`src/rtl/ram_fifo_pkg.sv`:
```
// ram_fifo_pkg: shared constants for ram_fifo_ctrl.
//   fifo_depth() - RAM depth derived from the address width.
//   RAM_OP_*     - encoding of the single RAM access made each cycle.
//                  It is used to steer the RAM port and is handy when
//                  probing the controller in waveforms.
package ram_fifo_pkg;

   localparam logic [1:0] RAM_OP_IDLE  = 2'd0;
   localparam logic [1:0] RAM_OP_READ  = 2'd1;
   localparam logic [1:0] RAM_OP_WRITE = 2'd2;

   function automatic int unsigned fifo_depth(input int unsigned addr_width);
      return 32'd1 << addr_width;
   endfunction

endpackage : ram_fifo_pkg

```
`src/rtl/ram_fifo_ctrl.sv`:
```
// ram_fifo_ctrl: valid/ready FIFO controller in front of a single-port RAM
// with a registered read address (read data appears the cycle after issue).
// At most one RAM access per cycle; reads take priority over writes.
// Capacity is DEPTH+1 words: the RAM plus the output register.
//
// Ports:
//   clk, rst_n            clock, asynchronous active-low reset
//   s_valid/s_data/s_ready write stream in
//   m_valid/m_data/m_ready read stream out (registered)
//   ram_we/ram_addr/ram_wdata  RAM command (combinational)
//   ram_rdata             RAM read data
//   count                 occupancy; present only with RAM_FIFO_COUNT_EN
//
// Build option: define RAM_FIFO_COUNT_EN to add the count port.
module ram_fifo_ctrl
   import ram_fifo_pkg::*;
#(
   parameter int DATA_WIDTH = 8,
   parameter int ADDR_WIDTH = 11
) (
   input  logic                  clk,
   input  logic                  rst_n,
   input  logic                  s_valid,
   input  logic [DATA_WIDTH-1:0] s_data,
   output logic                  s_ready,
   output logic                  m_valid,
   output logic [DATA_WIDTH-1:0] m_data,
   input  logic                  m_ready,
   output logic                  ram_we,
   output logic [ADDR_WIDTH-1:0] ram_addr,
   output logic [DATA_WIDTH-1:0] ram_wdata,
   input  logic [DATA_WIDTH-1:0] ram_rdata
`ifdef RAM_FIFO_COUNT_EN
   ,
   output logic [ADDR_WIDTH:0]   count
`endif
);

   localparam logic [ADDR_WIDTH:0] DEPTH_C = (ADDR_WIDTH+1)'(fifo_depth(ADDR_WIDTH));

   logic [ADDR_WIDTH-1:0] wr_ptr_q, wr_ptr_d;
   logic [ADDR_WIDTH-1:0] rd_ptr_q, rd_ptr_d;
   logic [ADDR_WIDTH:0]   mem_cnt_q, mem_cnt_d;
   logic                  rd_pend_q, rd_pend_d;
   logic                  out_valid_q, out_valid_d;
   logic [DATA_WIDTH-1:0] out_data_q, out_data_d;

   logic       rd_go, wr_go;
   logic [1:0] ram_op;

   // A read may issue only when its data has somewhere to land two cycles
   // later: the output register is empty or is being drained this cycle.
   always_comb begin
      rd_go   = !rd_pend_q && (mem_cnt_q != '0) && (!out_valid_q || m_ready);
      s_ready = rst_n && (mem_cnt_q != DEPTH_C) && !rd_go;
      wr_go   = s_valid && s_ready;
      ram_op  = rd_go ? RAM_OP_READ : (wr_go ? RAM_OP_WRITE : RAM_OP_IDLE);
   end

   assign ram_we    = (ram_op == RAM_OP_WRITE);
   assign ram_addr  = (ram_op == RAM_OP_READ) ? rd_ptr_q : wr_ptr_q;
   assign ram_wdata = s_data;

   always_comb begin
      wr_ptr_d    = wr_ptr_q;
      rd_ptr_d    = rd_ptr_q;
      mem_cnt_d   = mem_cnt_q;
      out_valid_d = out_valid_q;
      out_data_d  = out_data_q;
      // rd_go already requires !rd_pend_q, so the flag lives exactly one cycle.
      rd_pend_d   = rd_go;

      // The RAM slot is released at issue; the word is then owned by the
      // in-flight read and the output register.
      if (rd_go) begin
         rd_ptr_d  = rd_ptr_q + ADDR_WIDTH'(1);
         mem_cnt_d = mem_cnt_q - (ADDR_WIDTH+1)'(1);
      end else if (wr_go) begin
         wr_ptr_d  = wr_ptr_q + ADDR_WIDTH'(1);
         mem_cnt_d = mem_cnt_q + (ADDR_WIDTH+1)'(1);
      end

      // Returning data always finds the output register free: issue was
      // gated on it being empty or consumed in the issue cycle.
      if (rd_pend_q) begin
         out_valid_d = 1'b1;
         out_data_d  = ram_rdata;
      end else if (out_valid_q && m_ready) begin
         out_valid_d = 1'b0;
      end
   end

   always_ff @(posedge clk or negedge rst_n) begin
      if (!rst_n) begin
         wr_ptr_q    <= '0;
         rd_ptr_q    <= '0;
         mem_cnt_q   <= '0;
         rd_pend_q   <= 1'b0;
         out_valid_q <= 1'b0;
         out_data_q  <= '0;
      end else begin
         wr_ptr_q    <= wr_ptr_d;
         rd_ptr_q    <= rd_ptr_d;
         mem_cnt_q   <= mem_cnt_d;
         rd_pend_q   <= rd_pend_d;
         out_valid_q <= out_valid_d;
         out_data_q  <= out_data_d;
      end
   end

   assign m_valid = out_valid_q;
   assign m_data  = out_data_q;

`ifdef RAM_FIFO_COUNT_EN
   assign count = mem_cnt_q + (ADDR_WIDTH+1)'(rd_pend_q) + (ADDR_WIDTH+1)'(out_valid_q);
`endif

endmodule : ram_fifo_ctrl

```
`config.mk`:
```
export PLATFORM = sky130hd
export DESIGN_NAME = ram_fifo_ctrl
export DESIGN_NICKNAME = d
export VERILOG_FILES = /design/src/rtl/ram_fifo_pkg.sv /design/src/rtl/ram_fifo_ctrl.sv
export SDC_FILE = /design/constraint.sdc
export NUM_CORES = 1
export LEC_CHECK = 0
export ABC_AREA = 1
export BUFFER_PORTS_ARGS = -buffer_cell sky130_fd_sc_hd__buf_4
export CORE_AREA = 5 5 104 106
export DETAILED_ROUTE_END_ITERATION = 6
export DIE_AREA = 0 0 109 111
export PLACE_DENSITY = 0.56
export SLEW_MARGIN = 20
export SYNTH_ARGS = -nofsm -noshare
export SYNTH_HDL_FRONTEND = slang
export SYNTH_SLANG_ARGS = --single-unit
```
`constraint.sdc`:
```
create_clock -name clk -period 4.3 [get_ports clk]
set_input_delay 1.075 -clock clk [delete_from_list [all_inputs] [get_ports clk]]
set_output_delay 1.075 -clock clk [all_outputs]
set_load 0.02 [all_outputs]
```
==> results by group, run 1 <==
Min path
  • HP Class: reg2reg

STA
  • Layout Skew: 0.004348 ns
  • Crit path time final: roughly 3.3 ns
  • Slew headroom: a little over half
  • RSZ-0062 raised after global routing: no
  • Tcrit/Tclk final: 77.63%
  • Final setup fails: 0
  • Max Freq: roughly 300 MHz
  • Slew @ Worst Pin: around 0.68 ns
  • Pins Over Slew Limit: 0
  • Setup_tns: 0 ns
  • Final Hold Vio Count: 0

Die
  • Initial core utilization: around 30%
  • Total Die Area: between 10,000 and 15,000 um^2
  • Die Y: between 100 and 150 um
  • Cell Rows: 36
  • # IOs: 50
  • Core Box Area: around 9700 um^2
  • DIE WIDTH: 109 um

GRT
  • Routing usage on met2: between 15 and 20%
  • First-pass GRT wire length: around 11 mm
  • Overflow after GRT: 0
  • Antenna violations before repair: 0
  • Global routing's busiest layer: met2
  • Vias in the first global route: 2,376
  • GR Util met3: between 2 and 3%
  • Total track usage: 11.05%
  • Met1 Use GR: about 14%
  • Pin count of the biggest net entering global routing: 45

Pwr
  • Seq pwr share: between 20% and 30%
  • Int Power: between 1 and 1.5 mW
  • PwrDens: roughly 840 nW/um^2
  • Clock share of power: 10.2%
  • Max VDD drop: between 0.2 and 0.3 mV
  • Net Sw Frac: 48.96%
  • P_sw: around 1.3 mW
  • Gate power share: roughly three fifths
  • Leak pwr: ~1.6 nW

Worst setup path
  • Critical path type: in2out
  • Critical path capture point type: output pin
  • Startpoint class of the critical path: primary input
  • Arr. time, crit path: about 2.3 ns
  • Critical path peak fanout: 22
  • CP required: ~3.2 ns

Yosys
  • Synth Net Count: between 400 and 500
  • Synth area leaders: dfrtp_1, nand2_1, inv_1
  • Sequential share of the synthesized area: 38.29%
  • Synthesis Warnings: 0
  • Biggest area consumer among synthesized cells: dfrtp_1
  • Cells after synthesis: approximately 370
  • Post-Syn Area: approximately 2900 um^2
  • Top cell type's share of synthesized area: between 30% and 40%
  • Synth unique cells: 31
  • Synthesized area per cell: between 7 and 8 um^2
  • Synth Register Bits: 44

Cells and area
  • Layout area overhead: 13.23%
  • Total inserted antenna cells: 0
  • Final net count: between 400 and 500
  • Fill count: between 1k and 1.5k
  • Final Cell Area: ~3300 um^2
  • Share of cells above drive strength 1: 15.23%

Clock network
  • Post_cts resized: 0
  • Longest Clk Path Bufs: 2
  • TritonCTS clock tree: built
  • Post-CTS setup repair buffer count: 0
  • Root Buffer Master: clkbuf_8
  • Cts bufs inserted: 5
  • Clock Sinks: 44
  • Htree depth: 2
  • Worst-path clk slew: about 0.090 ns
  • Worst skew pair latency: around 0.29 ns
  • CTS Hold Bufs: 0

Routing
  • Vias/cell: 4.442
  • Routed wire length per instance: 11.75 um
  • Pre-Repair DR Iteration Count: 4
  • Via Count: around 2.3k
  • 1st-iter DRT viols: 119
  • Antenna viol nets, final: 0
  • # DRC: 0
  • Drt total wl: between 6 and 7 mm

Placed design
  • Dpl cell area: 3162 um^2
  • Port bufs: 33
  • Hpwl dp: between 4 and 5 mm
  • Placer Congestion: just over 0.8

Status
  • Status: completed

Flow run
  • Max-Cap Viols: 0
==> metrics by stage <==
step | std cells | setup WS [ns] | hold WS (ns) | power [mW] | util, %
2_1_floorplan | 369 | 1.036 | 0.4627 | 2.053 | -
3_3_place_gp | 519 | 0.8990 | 0.4891 | 2.439 | 32.65
3_5_place_dp | 519 | 0.8539 | 0.4973 | 2.459 | 32.65
4_1_cts | 527 | 0.9403 | 0.5177 | 2.756 | 33.62
5_1_grt | 527 | 0.8581 | 0.5343 | 3.017 | 33.62
6_report | 527 | 0.9619 | 0.5122 | 2.723 | 33.62
==> synth_stat cells (all sizes together) <==
cell type  instances
nor4               1
or2                1
a21oi             10
xor2              19
inv               46
nand3             30
mux2               8
a21o               1
a21boi             1
buf               18
nand2            106
nand4              3
ha                12
nor2              23
o21bai             1
xnor2              6
o21ai             30
nor3               8
dfrtp             44
fa                 1
==> sequential cells by signal (all words and copies together), names as in the netlist <==
signal and cells:
rd_pend_q 1, rd_ptr_q 11, mem_cnt_q 12, wr_ptr_q 11, m_valid 1, m_data 8
==> path summary, 6_finish.rpt <==
kind | start | to | depth (start not counted) | slack, ns
worst min-delay path | m_data[6]$_DFFE_PN0P_ | m_data[6]$_DFFE_PN0P_ | 1 | 0.51
min in group asynchronous | rst_n | mem_cnt_q[2]$_DFFE_PN0P_ | 2 | 0.88
max in group asynchronous | rst_n | rd_ptr_q[8]$_DFFE_PN0P_ | 2 | 3.02
worst max-delay path | rst_n | ram_we | 5 | 0.96
worst max register to register | mem_cnt_q[4]$_DFFE_PN0P_ | mem_cnt_q[5]$_DFFE_PN0P_ | 14 | 1.50
worst min register to register | m_data[6]$_DFFE_PN0P_ | m_data[6]$_DFFE_PN0P_ | 1 | 0.51
==> final cells by class <==
| class | instances | area [um^2] | share of cell area (%) |
|---|---|---|---|
| clock buffer | 7 | 86.33 | 2.652 |
| clock inverter | 1 | 7.507 | 0.2306 |
| inverter | 46 | 172.7 | 5.304 |
| multi-input combinational | 261 | 1459 | 44.81 |
| sequential | 44 | 1101 | 33.82 |
| tap | 133 | 166.4 | 5.111 |
| timing repair buffer | 35 | 262.8 | 8.071 |
==> per-layer routing <==
layer	vias to the layer above	part of all wire [%]	routed length, um
li1	1214	-	-
met3	7	4.1	253
met2	39	46	2834
met4	0	1.7	105
met1	1081	48	2997
met5	-	0	0
==> power groups by stage <==
| stage | Combinational, mW | Clock, mW | Sequential [mW] |
|---|---|---|---|
| after floorplan | 1.27 | 0 | 0.782 |
| after global placement | 1.66 | 0 | 0.777 |
| after detailed placement | 1.68 | 0 | 0.781 |
| after CTS | 1.69 | 0.290 | 0.773 |
| after global routing | 1.91 | 0.310 | 0.801 |
| final | 1.67 | 0.278 | 0.771 |
==> kinds of logic after synthesis <==
family / share of synthesized area, %
xor gates and xnor gates: 7.615
AOI/OAI and AO/OA: 7.877
and+or+nand+nor: 26.20
DFF: 38.29
buffers and inverters: 10.97
adders and majority gates: 5.918
muxes: 3.133
==> placed cells by master (no fill, tap or decap), types with 2 or more instances in the layout <==
cell type,netlist,final
o21ai_0,25,25
a21oi_1,9,9
nand2_4,2,2
dfrtp_1,44,44
xnor2_1,6,6
mux2_2,8,8
nor3_2,2,2
clkbuf_8,0,6
buf_4,11,35
inv_1,45,45
nor2_1,22,22
nor3_1,6,6
ha_1,12,12
xor2_1,19,19
o21ai_1,5,5
nand4_1,3,3
nand3_1,28,28
nand2_1,103,103
==> worst max-delay path, stage by stage <==
cell,delay (ns)
buf_4,0.10
a21boi_1,0.30
nand3_4,0.32
inv_2,0.27
buf_4,0.18
Note: power is estimated with default switching activity, not from simulation.
==> run 2: changes to the inputs <==
- PLACE_DENSITY: 0.56 -> 0.57
- clock period: 4.3 -> 3 ns (I/O delays scaled with it)
==> results by group, run 2 (synthesis gave the netlist of run 1 again) <==
GRT
  • Vias in the first global route: between 2k and 2.5k
  • Pin count of the biggest net entering global routing: 45
  • First-pass GRT wire length: between 10 and 15 mm
  • Overflow after GRT: 0
  • Antenna violations before repair: 0
  • Total track usage: 10.89%

Placed design
  • Setup slack at placement: roughly 0.28 ns
  • Hpwl dp: slightly below 5 mm
  • Placer Congestion: 0.8181
  • Port bufs: 33
  • Placed insts: around 520

Die
  • Die Y: around 110 um
  • Total Die Area: 12,100 um^2
  • # IOs: 50
  • Cell Rows: 36
  • Core Box Area: a little under 10,000 um^2
  • DIE WIDTH: ~110 um
  • Initial core utilization: 29.69%

Pwr
  • P_sw: 1.913 mW
  • Clock share of power: 9.9%
  • Gate power share: 62.4%
  • PwrDens: 1196 nW/um^2
  • Seq pwr share: between 20% and 30%
  • Max VDD drop: about 0.32 mV
  • Leak pwr: 1.616 nW
  • Net Sw Frac: 48.46%
  • Int Power: just over 2 mW

Worst setup path
  • Critical path type: reg2out
  • Crit path from: mem_cnt_q[6]$_DFFE_PN0P_
  • CP required: around 2.3 ns
  • Arr. time, crit path: approximately 2.1 ns
  • Critical path capture point type: output pin
  • Critical path peak fanout: 34
  • Startpoint class of the critical path: register
  • Reg-to-Reg Start: mem_cnt_q[6]$_DFFE_PN0P_

STA
  • Slew headroom: 63.36%
  • Slew @ Worst Pin: between 0.5 and 0.6 ns
  • Final setup fails: 0
  • Setup_tns: 0 ns
  • Max Freq: between 300 and 400 MHz
  • Layout Skew: between 0.01 and 0.015 ns
  • Final Hold Vio Count: 0
  • Crit path time final: around 2.8 ns
  • Pins Over Slew Limit: 0
  • Final WS setup: between 0.15 and 0.2 ns
  • RSZ-0062 raised after global routing: no
  • Tcrit/Tclk final: around 94%

Min path
  • Worst hold start: m_data[2]$_DFFE_PN0P_
  • HP Class: reg2reg

Routing
  • Drt total wl: 6.177 mm
  • Via Count: approximately 2.4k
  • 1st-iter DRT viols: between 150 and 200
  • # DRC: 0
  • Pre-Repair DR Iteration Count: 4
  • Routed wire length per instance: 11.61 um
  • Antenna viol nets, final: 0
  • Vias/cell: ~4.4

Clock network
  • Clock Sinks: 44
  • CTS Hold Bufs: 0
  • Root Buffer Master: clkbuf_8
  • Worst-path clk slew: 0.08 ns
  • TritonCTS clock tree: built
  • Post-CTS setup repair buffer count: 0
  • Htree depth: 2
  • Cts bufs inserted: 5
  • Worst skew pair latency: 0.29 ns
  • Post_cts resized: 0
  • Longest Clk Path Bufs: 2

Cells and area
  • Largest Register: mem_cnt_q
  • Max reg flops: 12
  • Final Util: about 34%
  • Share of cells above drive strength 1: roughly 17%
  • Layout area overhead: 14.80%
  • Final net count: 431
  • Most frequent cells in the layout: nand2_1, inv_1, dfrtp_1, buf_4, nand3_1
  • Total inserted antenna cells: 0
  • Non-filler instance count after layout: roughly 530
  • Top Registers: mem_cnt_q (12), rd_ptr_q (11), wr_ptr_q (11)
  • Leading cell type in the layout, fill and taps excluded: nand2_1

Status
  • Status: completed

Flow run
  • Max-Cap Viols: 0
-- run 2: cell count changes in the layout (fill, tap and decap cells not counted), sizes merged --
cell,before,now
buf,35,40
clkinvlp,1,2
clkbuf,7,6
-- run 2: power by group through the flow --
stage | sequential [mW] | combinational (mW) | clock, mW
finish | 1.10 | 2.46 | 0.389
global route | 1.14 | 2.82 | 0.432
global placement | 1.11 | 2.45 | 0
CTS | 1.10 | 2.48 | 0.408
floorplan | 1.12 | 1.82 | 0
detailed placement | 1.11 | 2.47 | 0
-- run 2: worst paths after layout --
check | end | cells past startpoint | slack, ns
max in group asynchronous | rd_pend_q$_DFF_PN0_ | 2 | 2.07
min in group asynchronous | wr_ptr_q[7]$_DFFE_PN0P_ | 2 | 0.55
worst max-delay path | ram_we | 9 | 0.17
worst min-delay path | m_data[2]$_DFFE_PN0P_ | 1 | 0.51
worst min register to register | m_data[2]$_DFFE_PN0P_ | 1 | 0.51
worst max register to register | mem_cnt_q[11]$_DFFE_PN0P_ | 17 | 0.36
-- run 2: area by class of cell --
| class | instances | area (um^2) |
|---|---|---|
| Clock buffer | 6 | 82.58 |
| Fill cell | 1032 | 6384 |
| Timing Repair Buffer | 40 | 304.0 |
| Clock inverter | 2 | 15.01 |
| Sequential cell | 44 | 1101 |
| Multi-Input combinational cell | 261 | 1459 |
| Inverter | 46 | 172.7 |
| Tap cell | 133 | 166.4 |
-- run 2: routing by layer --
| metal | global-route usage, % | routed length [um] | up-vias | share of wire (%) |
|---|---|---|---|---|
| met2 | 17.32 | 2826 | 45 | 46 |
| met4 | 4.040 | 87 | 0 | 1.4 |
| met5 | 0 | 0 | - | 0 |
| li1 | - | - | 1224 | - |
| met1 | 14.70 | 3004 | 1078 | 49 |
| met3 | 1.805 | 259 | 7 | 4.2 |
-- run 2: worst max-delay path, cell delays in order (launching register included) --
cell and delay, ns:
dfrtp_1 0.41, nor2_1 0.14, nand2_1 0.07, nor2_1 0.24, nand2_2 0.12, nand2_4 0.08, buf_6 0.24, nand3_4 0.11
inv_2 0.19, buf_4 0.18
-- run 2: per-stage QoR --
| stage | hold WS (ns) | cell area (um^2) | total power [mW] |
|---|---|---|---|
| finish | 0.5120 | 3301 | 3.947 |
| global route | 0.5426 | 3301 | 4.392 |
| CTS | 0.5177 | 3297 | 3.991 |
| detailed placement | 0.4978 | 3199 | 3.578 |
| global placement | 0.4896 | 3199 | 3.555 |
| floorplan | 0.4544 | 2875 | 2.942 |
==> run 3: changes to the inputs <==
- GPL_TIMING_DRIVEN: default -> 0
- REMOVE_ABC_BUFFERS: default -> 1
- SLEW_MARGIN: 20 -> 10
==> results by group, run 3 (synthesis gave the netlist of run 1 again) <==
Pwr
  • Net Sw Frac: between 40% and 50%
  • Gate power share: about three fifths
  • Int Power: ~2.1 mW
  • Clock share of power: between 10% and 20%
  • Max VDD drop: between 0.3 and 0.4 mV
  • PwrDens: 1207 nW/um^2
  • Leak pwr: about 1.6 nW
  • Seq pwr share: 27.1%
  • P_sw: 1.970 mW

Worst setup path
  • CP required: approximately 2.3 ns
  • Critical path peak fanout: 45
  • Critical path type: in2out
  • Startpoint class of the critical path: primary input
  • Arr. time, crit path: between 2 and 2.5 ns
  • Critical path capture point type: output pin

Routing
  • Pre-Repair DR Iteration Count: 4
  • Drt total wl: about 6.6 mm
  • Antenna viol nets, final: 0
  • Routed wire length per instance: 12.34 um
  • # DRC: 0
  • 1st-iter DRT viols: 158
  • Via Count: between 2k and 2.5k
  • Vias/cell: around 4.6

STA
  • Max Freq: 356.6 MHz
  • Layout Skew: between 0.008 and 0.009 ns
  • Pins Over Slew Limit: 0
  • Final Hold Vio Count: 0
  • Slew @ Worst Pin: between 0.3 and 0.4 ns
  • RSZ-0062 raised after global routing: no
  • Final setup fails: 0
  • Setup_tns: 0 ns
  • Crit path time final: between 2 and 3 ns
  • Hold slack: 0.3577 ns
  • Tcrit/Tclk final: just over 90%
  • Slew headroom: between 70 and 80%

Cells and area
  • Total inserted antenna cells: 0
  • Max reg flops: 12
  • Leading cell type in the layout, fill and taps excluded: nand2_1
  • Largest Register: mem_cnt_q
  • Most frequent cells in the layout: nand2_1, inv_1, dfrtp_1, buf_4, nand3_1
  • Share of cells above drive strength 1: around 18%
  • Layout area overhead: 17.80%
  • Top Registers: mem_cnt_q (12), rd_ptr_q (11), wr_ptr_q (11)
  • Non-filler instance count after layout: around 530
  • Final net count: 431
  • Final Util: between 30% and 40%
  • Final Cell Area: roughly 3400 um^2

Clock network
  • CTS Hold Bufs: 0
  • Htree depth: 2
  • Worst skew pair latency: around 0.3 ns
  • Longest Clk Path Bufs: 2
  • Worst-path clk slew: 0.09 ns
  • Cts bufs inserted: 5
  • TritonCTS clock tree: built
  • Root Buffer Master: clkbuf_8
  • Clock Sinks: 44

GRT
  • Overflow after GRT: 0
  • Vias in the first global route: approximately 2.3k
  • Antenna violations before repair: 0
  • Pin count of the biggest net entering global routing: between 40 and 50
  • First-pass GRT wire length: 10.61 mm
  • Total track usage: 10.68%

Placed design
  • Dpl cell area: roughly 3100 um^2
  • Placer Congestion: roughly 0.85
  • Placed insts: approximately 520
  • Port bufs: 33
  • Hpwl dp: approximately 4.4 mm

Die
  • Total Die Area: 12,100 um^2
  • DIE WIDTH: 109 um
  • Core Box Area: roughly 9700 um^2
  • Initial core utilization: between 20% and 30%
  • Cell Rows: 36
  • Die Y: between 100 and 150 um
  • # IOs: 50

Flow run
  • Max-Cap Viols: 0

Status
  • Status: completed

Min path
  • HP Class: in2async
run 3: final timing paths:
| check | cells after the start | endpoint | slack [ns] | startpoint |
|---|---|---|---|---|
| max in group asynchronous | 1 | mem_cnt_q[10]$_DFFE_PN0P_ | 2.35 | rst_n |
| min reg2reg | 1 | rd_ptr_q[4]$_DFFE_PN0P_ | 0.50 | rd_ptr_q[4]$_DFFE_PN0P_ |
| max | 5 | ram_we | 0.20 | rst_n |
| min | 1 | mem_cnt_q[1]$_DFFE_PN0P_ | 0.36 | rst_n |
| max reg2reg | 18 | mem_cnt_q[11]$_DFFE_PN0P_ | 0.29 | mem_cnt_q[6]$_DFFE_PN0P_ |
| min in group clk | 1 | rd_ptr_q[4]$_DFFE_PN0P_ | 0.50 | rd_ptr_q[4]$_DFFE_PN0P_ |
run 3: timing repair:
action | in CTS | in global routing
buffers inserted | 3 | 0
pin swaps | 1 | 1
gates cloned | 2 | 2
setup endpoints to repair | 10 | 10
resized for setup | 5 | 9
run 3: layout make-up:
type | instances | area, um^2
well taps | 133 | 166.4
repair inverters | 1 | 5.005
fillers | 1023 | 6297
clock buffers | 6 | 82.58
multi-input cells | 264 | 1538
repair buffers | 36 | 276.5
inverters | 46 | 178.9
flip-flops and latches | 44 | 1101
clock inverters | 2 | 38.79
run 3: power by group through the flow:
stage,clock network [mW],registers [mW],logic (mW)
2_1_floorplan,0,1.14,1.70
3_3_place_gp,0,1.10,2.36
3_5_place_dp,0,1.11,2.37
4_1_cts,0.505,1.10,2.44
5_1_grt,0.527,1.15,2.81
6_report,0.488,1.11,2.49
run 3: stage by stage:
step / total power [mW] / setup slack, ns
detailed placement: 3.481 / -0.4302
floorplan: 2.838 / 0.1882
finish: 4.089 / 0.1955
CTS: 4.050 / 0.0007823
global route: 4.489 / 0.04116
global placement: 3.459 / -0.4261
run 3: per-layer routing:
metal	vias to the layer above	part of all wire, %	global-route usage, %
met5	-	0	0
met4	0	0.84	3.114
met3	6	5.6	2.970
met2	61	46	16.95
met1	1143	48	14.06
li1	1225	-	-
run 3: worst max-delay path, cell delays in order:
cell and delay [ns]:
clkbuf_8 0.32, a21boi_4 0.35, nand3_4 0.24, inv_4 0.19, buf_4 0.16
